File: src/rtl/bsg_cgol_pkg.sv
// Shared definitions for the bsg_cgol byte loader.
//   state_e           packet framing state (header word, then board words)
//   word_width_gp     width of a bsg_cgol packet word
//   byte_width_gp     width of one host byte
//   bytes_per_word_gp host bytes assembled into one packet word
//   safe_clog2        ceil(log2(x)), never smaller than 1
package bsg_cgol_pkg;

  localparam int word_width_gp     = 64;
  localparam int byte_width_gp     = 8;
  localparam int bytes_per_word_gp = 8;

  typedef enum logic {
    eHDR,
    eBOARD
  } state_e;

  function automatic int safe_clog2(input int x);
    return (x <= 1) ? 1 : $clog2(x);
  endfunction

endpackage

File: src/rtl/bsg_cgol_byte_assembler.sv
// Collects eight host bytes into one 64-bit word, little-endian
// (first byte lands in bits [7:0]).
// Ports:
//   clk_i, reset_i  clock, synchronous active-high reset
//   data_i, v_i     host byte and its valid
//   ready_o         high while fewer than eight bytes are held
//   clear_i         the held word has been consumed; restart at lane 0
//   full_o          eight bytes held
//   data_o          assembled word
module bsg_cgol_byte_assembler
  import bsg_cgol_pkg::*;
(
  input  logic                     clk_i,
  input  logic                     reset_i,
  input  logic [byte_width_gp-1:0] data_i,
  input  logic                     v_i,
  output logic                     ready_o,
  input  logic                     clear_i,
  output logic                     full_o,
  output logic [word_width_gp-1:0] data_o
);

  logic [3:0]               byte_cnt_r;
  logic [word_width_gp-1:0] word_r;

  assign full_o  = (byte_cnt_r == 4'd8);
  assign ready_o = ~full_o;
  assign data_o  = word_r;

  // clear_i only arrives when full, so it never collides with a byte handshake.
  always_ff @(posedge clk_i) begin
    if (reset_i) begin
      byte_cnt_r <= '0;
      word_r     <= '0;
    end else if (clear_i) begin
      byte_cnt_r <= '0;
    end else if (v_i & ready_o) begin
      word_r[{byte_cnt_r[2:0], 3'b000} +: byte_width_gp] <= data_i;
      byte_cnt_r <= byte_cnt_r + 4'd1;
    end
  end

endmodule

File: src/rtl/bsg_cgol_byte_loader.sv
// Upstream feeder for bsg_cgol: turns a host byte stream into framed
// 64-bit packets (one header word holding the game length, then the
// board words, cell 0 in bit 0 of the first board word).
// Ports:
//   clk_i, reset_i       clock, synchronous active-high reset
//   data_i, v_i, ready_o host byte stream (valid/ready)
//   data_o, v_o, ready_i packet word stream towards bsg_cgol
//   packet_done_o        pulses on handoff of a packet's last word
// Build option BSG_CGOL_LOADER_CLAMP_EN: header values above
// max_game_length_p are replaced by max_game_length_p; otherwise the header
// is truncated to its low glw_lp bits.
module bsg_cgol_byte_loader
  import bsg_cgol_pkg::*;
#(
  parameter int board_width_p     = 8,
  parameter int max_game_length_p = 16
) (
  input  logic                     clk_i,
  input  logic                     reset_i,
  input  logic [byte_width_gp-1:0] data_i,
  input  logic                     v_i,
  output logic                     ready_o,
  output logic [word_width_gp-1:0] data_o,
  output logic                     v_o,
  input  logic                     ready_i,
  output logic                     packet_done_o
);

  localparam int cells_lp     = board_width_p * board_width_p;
  localparam int words_lp     = (cells_lp + word_width_gp - 1) / word_width_gp;
  localparam int tail_bits_lp = cells_lp - word_width_gp * (words_lp - 1);
  localparam int glw_lp       = safe_clog2(max_game_length_p);
  localparam int wcw_lp       = safe_clog2(words_lp);

  localparam logic [word_width_gp-1:0] tail_mask_lp =
    (tail_bits_lp >= word_width_gp) ? '1 : ((64'(1) << tail_bits_lp) - 64'(1));
`ifdef BSG_CGOL_LOADER_CLAMP_EN
  localparam logic [word_width_gp-1:0] max_len_lp = 64'(max_game_length_p);
`else
  localparam logic [word_width_gp-1:0] hdr_mask_lp =
    (glw_lp >= word_width_gp) ? '1 : ((64'(1) << glw_lp) - 64'(1));
`endif
  localparam logic [wcw_lp-1:0] last_word_lp = wcw_lp'(words_lp - 1);

  logic                     asm_full;
  logic [word_width_gp-1:0] asm_data;
  logic                     xfer;

  state_e                   state_r, state_n;
  logic [wcw_lp-1:0]        word_cnt_r, word_cnt_n;
  logic [word_width_gp-1:0] proc_word;
  logic                     last_word;

  logic [word_width_gp-1:0] data_r;
  logic                     v_r;
  logic                     done_r;

  bsg_cgol_byte_assembler assembler (
    .clk_i   (clk_i),
    .reset_i (reset_i),
    .data_i  (data_i),
    .v_i     (v_i),
    .ready_o (ready_o),
    .clear_i (xfer),
    .full_o  (asm_full),
    .data_o  (asm_data)
  );

  // The out reg accepts a new word when empty or when its word leaves this cycle.
  assign xfer = asm_full & (~v_r | ready_i);

  always_comb begin
    state_n    = state_r;
    word_cnt_n = word_cnt_r;
    proc_word  = asm_data;
    last_word  = 1'b0;
    case (state_r)
      eHDR: begin
`ifdef BSG_CGOL_LOADER_CLAMP_EN
        proc_word = (asm_data > max_len_lp) ? max_len_lp : asm_data;
`else
        proc_word = asm_data & hdr_mask_lp;
`endif
        if (xfer) begin
          state_n    = eBOARD;
          word_cnt_n = '0;
        end
      end
      eBOARD: begin
        if (word_cnt_r == last_word_lp) begin
          proc_word = asm_data & tail_mask_lp;
          last_word = 1'b1;
          if (xfer) begin
            state_n    = eHDR;
            word_cnt_n = '0;
          end
        end else if (xfer) begin
          word_cnt_n = word_cnt_r + 1'b1;
        end
      end
      default: state_n = eHDR;
    endcase
  end

  always_ff @(posedge clk_i) begin
    if (reset_i) begin
      state_r    <= eHDR;
      word_cnt_r <= '0;
      data_r     <= '0;
      v_r        <= 1'b0;
      done_r     <= 1'b0;
    end else begin
      state_r    <= state_n;
      word_cnt_r <= word_cnt_n;
      if (xfer) begin
        data_r <= proc_word;
        v_r    <= 1'b1;
        done_r <= last_word;
      end else if (ready_i) begin
        v_r    <= 1'b0;
        done_r <= 1'b0;
      end
    end
  end

  assign data_o        = data_r;
  assign v_o           = v_r;
  assign packet_done_o = v_r & ready_i & done_r;

endmodule

File: config.mk
export PLATFORM = sky130hd
export DESIGN_NAME = bsg_cgol_byte_loader
export DESIGN_NICKNAME = d
export VERILOG_FILES = /design/src/rtl/bsg_cgol_pkg.sv /design/src/rtl/bsg_cgol_byte_assembler.sv /design/src/rtl/bsg_cgol_byte_loader.sv
export SDC_FILE = /design/constraint.sdc
export NUM_CORES = 1
export LEC_CHECK = 0
export ABC_AREA = 1
export BUFFER_PORTS_ARGS = -buffer_cell sky130_fd_sc_hd__buf_2
export CORE_MARGIN = 3
export CORE_UTILIZATION = 35
export DETAILED_ROUTE_END_ITERATION = 10
export PLACE_DENSITY = 0.56
export SLEW_MARGIN = 20
export SYNTH_ARGS = -nofsm -noshare
export SYNTH_HDL_FRONTEND = slang
export SYNTH_SLANG_ARGS = --single-unit
File: constraint.sdc
create_clock -name clk_i -period 3.65 [get_ports clk_i]
set_clock_uncertainty 0.15 [all_clocks]
set_input_delay 0.1825 -clock clk_i [delete_from_list [all_inputs] [get_ports clk_i]]
set_output_delay 0.1825 -clock clk_i [all_outputs]
set_load 0.005 [all_outputs]
* Word-level counts from Yosys, hierarchy flattened
Cells that the tools add are included.
W data, S select, Z words.
** Operators by class
- Multiplexer cells :: 15
- Reduce and logical (&&, ||, !) cells :: 3
- Equal/unequal tests :: 2
- Div/mod/pow operators :: 0
- Bitwise gates (word level) :: 9
- Multiply operators :: 0
- Magnitude comparators :: 0
- $add $sub $neg :: 3
- Shift operators :: 2
** Operator list (count)
- $pmux W64 S2 :: 1
- $bwmux W64 :: 1
- $shift A8 B8 Y64 const A :: 1
- $shiftx A8 B8 Y64 :: 1
- $mux W1 :: 11
- $neg A6 Y8 :: 1
- $add A4 B1 Y4 const B :: 1
- $and A1 B1 Y1 :: 4
- $eq A4 B4 Y1 const B :: 1
- $not A1 Y1 :: 4
- $pmux W1 S2 :: 2
- $ne A2 B1 Y1 const B :: 1
- $reduce_and A2 Y1 :: 1
- $reduce_bool A2 Y1 :: 1
- $reduce_or A2 Y1 :: 1
- $add A1 B1 Y1 const B :: 1
- $or A1 B1 Y1 :: 1
** Storage, ports and cells
- Output and inout port bits :: 67
- Memories :: 0
- Bits of input ports :: 12
- Bits in read-only memories :: 0
- Register bits after elaboration :: 136
- Memory bits (writable) :: 0
- Bits in latches :: 0
- Word-level logic and storage cells :: 41

* Logic depth before layout (Yosys ltp)
- Depth in word-level cells :: 6
- Gate-level depth with buffers :: 10
- Gate-level depth less buffers :: 10

* By module
From an unflattened synthesis, not the netlist that was laid out.
** Unflattened totals
- Cell total of the unflattened synthesis :: 859
- Area, all modules :: 5823.1 um2
** Modules (own cells, without submodules)
- bsg_cgol_byte_assembler :: instances 1, cells an instance 426, area each 2925.3 um2
- bsg_cgol_byte_loader :: instances 1, cells an instance 433, area each 2897.8 um2

* Least setup slack after synthesis
Ideal clock, no wire load.
- Path type :: reg-to-reg
- Start point :: register assembler.byte_cnt_r[0]
- End point :: register assembler.word_r[0] (netlist: assembler.data_o[0])
- Period minus slack after synthesis :: 2.030 ns
- Setup slack :: 1.620 ns
- Data arrival time :: 1.764 ns
- Required time :: 3.384 ns
- Setup time :: 0.116 ns
- Stages on the path, launching flop included :: 11
- Path through :: dfxtp_1 -> inv_1 -> ha_1 -> ha_1 -> buf_2 -> inv_2 -> nand3_1 -> nor2_4 -> nand2_2 -> o21ai_0 -> nor2_1
** On the way
- Word-level cells in the longest chain between the ends :: 4
** Ends and longest elaborated chain
- from (decl) :: line bsg_cgol_byte_assembler.sv:23 : logic [3:0] byte_cnt_r;
- from (signal assigned) :: line bsg_cgol_byte_assembler.sv:39 : byte_cnt_r <= byte_cnt_r + 4'd1;
- branches (longest 4 deep; another with $neg A6 Y8)
- to (signal, indexed assignment) :: line bsg_cgol_byte_assembler.sv:38 : word_r[{byte_cnt_r[2:0], 3'b000} +: byte_width_gp] <= data_i;
- to (decl) :: line bsg_cgol_byte_assembler.sv:24 : logic [word_width_gp-1:0] word_r;
Several ways; the timed one is not identified.
A chain may end at the register's enable or synchronous reset.

* Worst setup path in the final report
- Start point :: register assembler.byte_cnt_r[0]
- End point :: register assembler.word_r[22] (netlist: assembler.data_o[22])
Same word-level chain as after synthesis.

==> key figures <==
Status
  • Status: finished clean

STA
  • Least-Margin Pin Slew: ~0.85 ns
  • Slew Viols, Final: 0
  • Min Tclk post-route: ~3.2 ns
  • Max Clk Rate: about 310 MHz
  • TNS Setup: 0 ns
  • Crit share post-route: 0.872
  • RSZ-0062 raised after global routing: false
  • Worst relative slew slack: 0.431
  • Setup slack after layout: ~0.47 ns
  • Setup violations, final: 0
  • Final hold viol count: 0

Power and ir drop
  • Maximum vdd ir drop: between 300 and 400 µV
  • Reg power frac: 0.439
  • Pwr Total: between 0.003 and 0.004 W
  • Sw frac: 0.229
  • Logic pwr share: 0.057
  • Clock power frac: 0.504
  • Leakage: approximately 2.9 nW
  • Internal power: about 0.0027 W
  • Switching power total: 0.000787 W
  • Pwr dens: around 540 nW/µm²

Floorplanning
  • DIE AREA: around 17000 µm²
  • Std cell rows: 44
  • Placeable core area: approximately 15000 µm²
  • Die height: around 130 µm
  • Starting density of the core: 0.361
  • Ports: approximately 80
  • Chip width: 129 µm

Hold path
  • Worst Hold Launch: v_i
  • Worst Hold Class: in -> reg
  • Hold Path Stages: 3

Global route
  • GR peak layer: met2
  • First-pass GRT wire length: ~22000 µm
  • Vias in the first global route: approximately 4400
  • M3 GR Usage: 0.0482
  • Total GRT Usage: 0.164
  • Grt ovf: 0
  • Pin count of the biggest net entering global routing: 94
  • M1 GR Usage: 0.203
  • Initial antenna violation count: 0
  • Met2 usage: 0.264

Worst setup path
  • Max FO, Critical Path: 17
  • Setup crit start kind: flop
  • Critical path class: reg -> reg
  • Nature of the critical path endpoint: flop
  • Critical path origin: assembler.byte_cnt_r[0]$_SDFFE_PP0P_
  • Worst reg2reg path depth: 7
  • Worst Path Required: approximately 3.8 ns
  • Worst EP arrival: 3.38 ns
  • FF-to-FF Start: assembler.byte_cnt_r[0]$_SDFFE_PP0P_

CTS
  • Cts bufs inserted: 17
  • H-tree Lvls: 4
  • CTS root buffer: clkbuf_16
  • Clk Latency, worst-skew pair: around 0.42 ns
  • CTS tree: done
  • Clock slew at reported path FFs: 0.06 ns
  • Postcts setup bufs: 0
  • CTS Sinks: 136
  • Maximum clock path buffer count: 2

Yosys
  • Netlist cell types: 23
  • Synthesis warning total: 0
  • Mapped Area: approximately 5300 µm²
  • Mapped Cells: slightly below 700
  • Avg Inst Size Synth: 7.70 µm²
  • Sequential area share after synthesis: 0.513
  • Post-Syn Nets: approximately 700
  • Yosys reg bits: between 100 and 150

Final layout
  • Leading cell type in the layout, fill and taps excluded: nand2_1
  • Post-synthesis to final-layout area growth: 20.0%
  • Most frequent cells in the layout: nand2_1 (186), dfxtp_1 (136), nand3_1 (112)
  • Diode count: 0
  • Nets: between 700 and 800
  • Layout cell share with drive strength beyond 1: 0.166

Route
  • Via/cell ratio: just under 5
  • Drt first pass iters: 5
  • Routed WL: about 13000 µm
  • Vias: between 4000 and 5000
  • DRT antenna net count: 0
  • Post-route DRC: 0
  • Initial DRC count: 258
  • Wire per inst: 13.8 µm

Placement
  • DP HPWL: 9140 µm
  • Global placer's final weighted congestion: 0.887
  • PortBufs: 78
  • DP Worst Slack: just over 0.5 ns

Flow run
  • MaxCap Viol Count: 0
==> state kept, by name, indices dropped and copies added (netlist names) <==
| register | flops |
|---|---|
| assembler.byte_cnt_r | 4 |
| assembler.data_o | 64 |
| data_o | 64 |
| done_r | 1 |
| state_r | 1 |
| v_o | 1 |
| word_cnt_r | 1 |
==> final cells by class <==
cell class              count  area (µm²)
clock buffers              20         457
clock inverters            12         150
fillers                  1494        8330
inverters                  26        97.6
multi-input cells         486        2200
flip-flops and latches    136        2720
well taps                 184         230
repair buffers             91         510
==> stage by stage <==
stage / instances / util / instance area, µm² / hold WS [ns]
6_report: 955 / 0.433 / 6370 / 0.0323
5_1_grt: 955 / 0.433 / 6370 / 0.0382
4_1_cts: 955 / 0.433 / 6370 / 0.00292
3_5_place_dp: 914 / 0.386 / 5670 / 0.280
3_3_place_gp: 914 / 0.386 / 5670 / 0.274
2_1_floorplan: 689 / - / 5310 / 0.196
==> worst paths after layout <==
| kind | endpoint | slack, ns |
|---|---|---|
| hold reg to reg | word_cnt_r$_SDFFE_PP0P_ | 0.29 |
| setup reg to reg | assembler.data_o[22]$_SDFFE_PP0P_ | 0.47 |
| setup / recovery | assembler.data_o[22]$_SDFFE_PP0P_ | 0.47 |
| hold / removal | assembler.byte_cnt_r[1]$_SDFFE_PP0P_ | 0.03 |
==> kinds of logic after synthesis <==
family | synth area share
AO/OA/AOI/OAI | 0.0660
adder cells (fa/ha/maj) | 0.00943
buffers and inverters | 0.0719
flip-flops | 0.513
AND/OR/NAND/NOR | 0.339
==> power groups by stage <==
stage / logic [W] / clock network (W) / registers [W]
after global placement: 0.000181 / 0 / 0.00155
after CTS: 0.000195 / 0.00178 / 0.00151
final: 0.000196 / 0.00173 / 0.00151
after global routing: 0.000220 / 0.00184 / 0.00152
after detailed placement: 0.000187 / 0 / 0.00155
after floorplan: 0.000155 / 0 / 0.00154
==> synth_stat cells <==
| cell type | instances | share of area |
|---|---|---|
| nand2_1 | 186 | 0.13 |
| dfxtp_1 | 136 | 0.51 |
| nand3_1 | 112 | 0.11 |
| nor2_1 | 84 | 0.059 |
| a21oi_1 | 51 | 0.048 |
| inv_1 | 23 | 0.016 |
| o21ai_0 | 19 | 0.018 |
| nand4_1 | 16 | 0.019 |
| clkbuf_1 | 15 | 0.011 |
| buf_6 | 13 | 0.028 |
| buf_4 | 7 | 0.0099 |
| buf_2 | 5 | 0.0047 |
| ha_1 | 4 | 0.0094 |
| nand2_2 | 4 | 0.0047 |
| nor2_2 | 3 | 0.0035 |
| nor2_4 | 3 | 0.0064 |
| inv_2 | 2 | 0.0014 |
| buf_1 | 1 | 0.00071 |
| clkinv_1 | 1 | 0.00071 |
| nand3b_1 | 1 | 0.0014 |
| nor2_8 | 1 | 0.0038 |
| nor3_1 | 1 | 0.00094 |
| nor3_4 | 1 | 0.0031 |
==> what timing repair did <==
item / in CTS / in global routing
resized for setup: 0 / 0
endpoints found under the hold margin: 19 / 0
hold buffers: 9 / 0
==> metal layers <==
| metal | wire length [µm] | part of all wire |
|---|---|---|
| met1 | 6020 | 0.46 |
| met2 | 6230 | 0.47 |
| met3 | 581 | 0.044 |
| met4 | 339 | 0.026 |
| met5 | 0 | 0 |
==> worst max-delay path, cell delays in order, from the launching register on <==
cell     delay (ns)
dfxtp_1        0.57
inv_1          0.18
ha_1           0.29
ha_1           0.61
inv_2          0.22
nor2_1         0.71
nand3_1        0.18
a21oi_1        0.20
(Power assumes the default switching activity.)
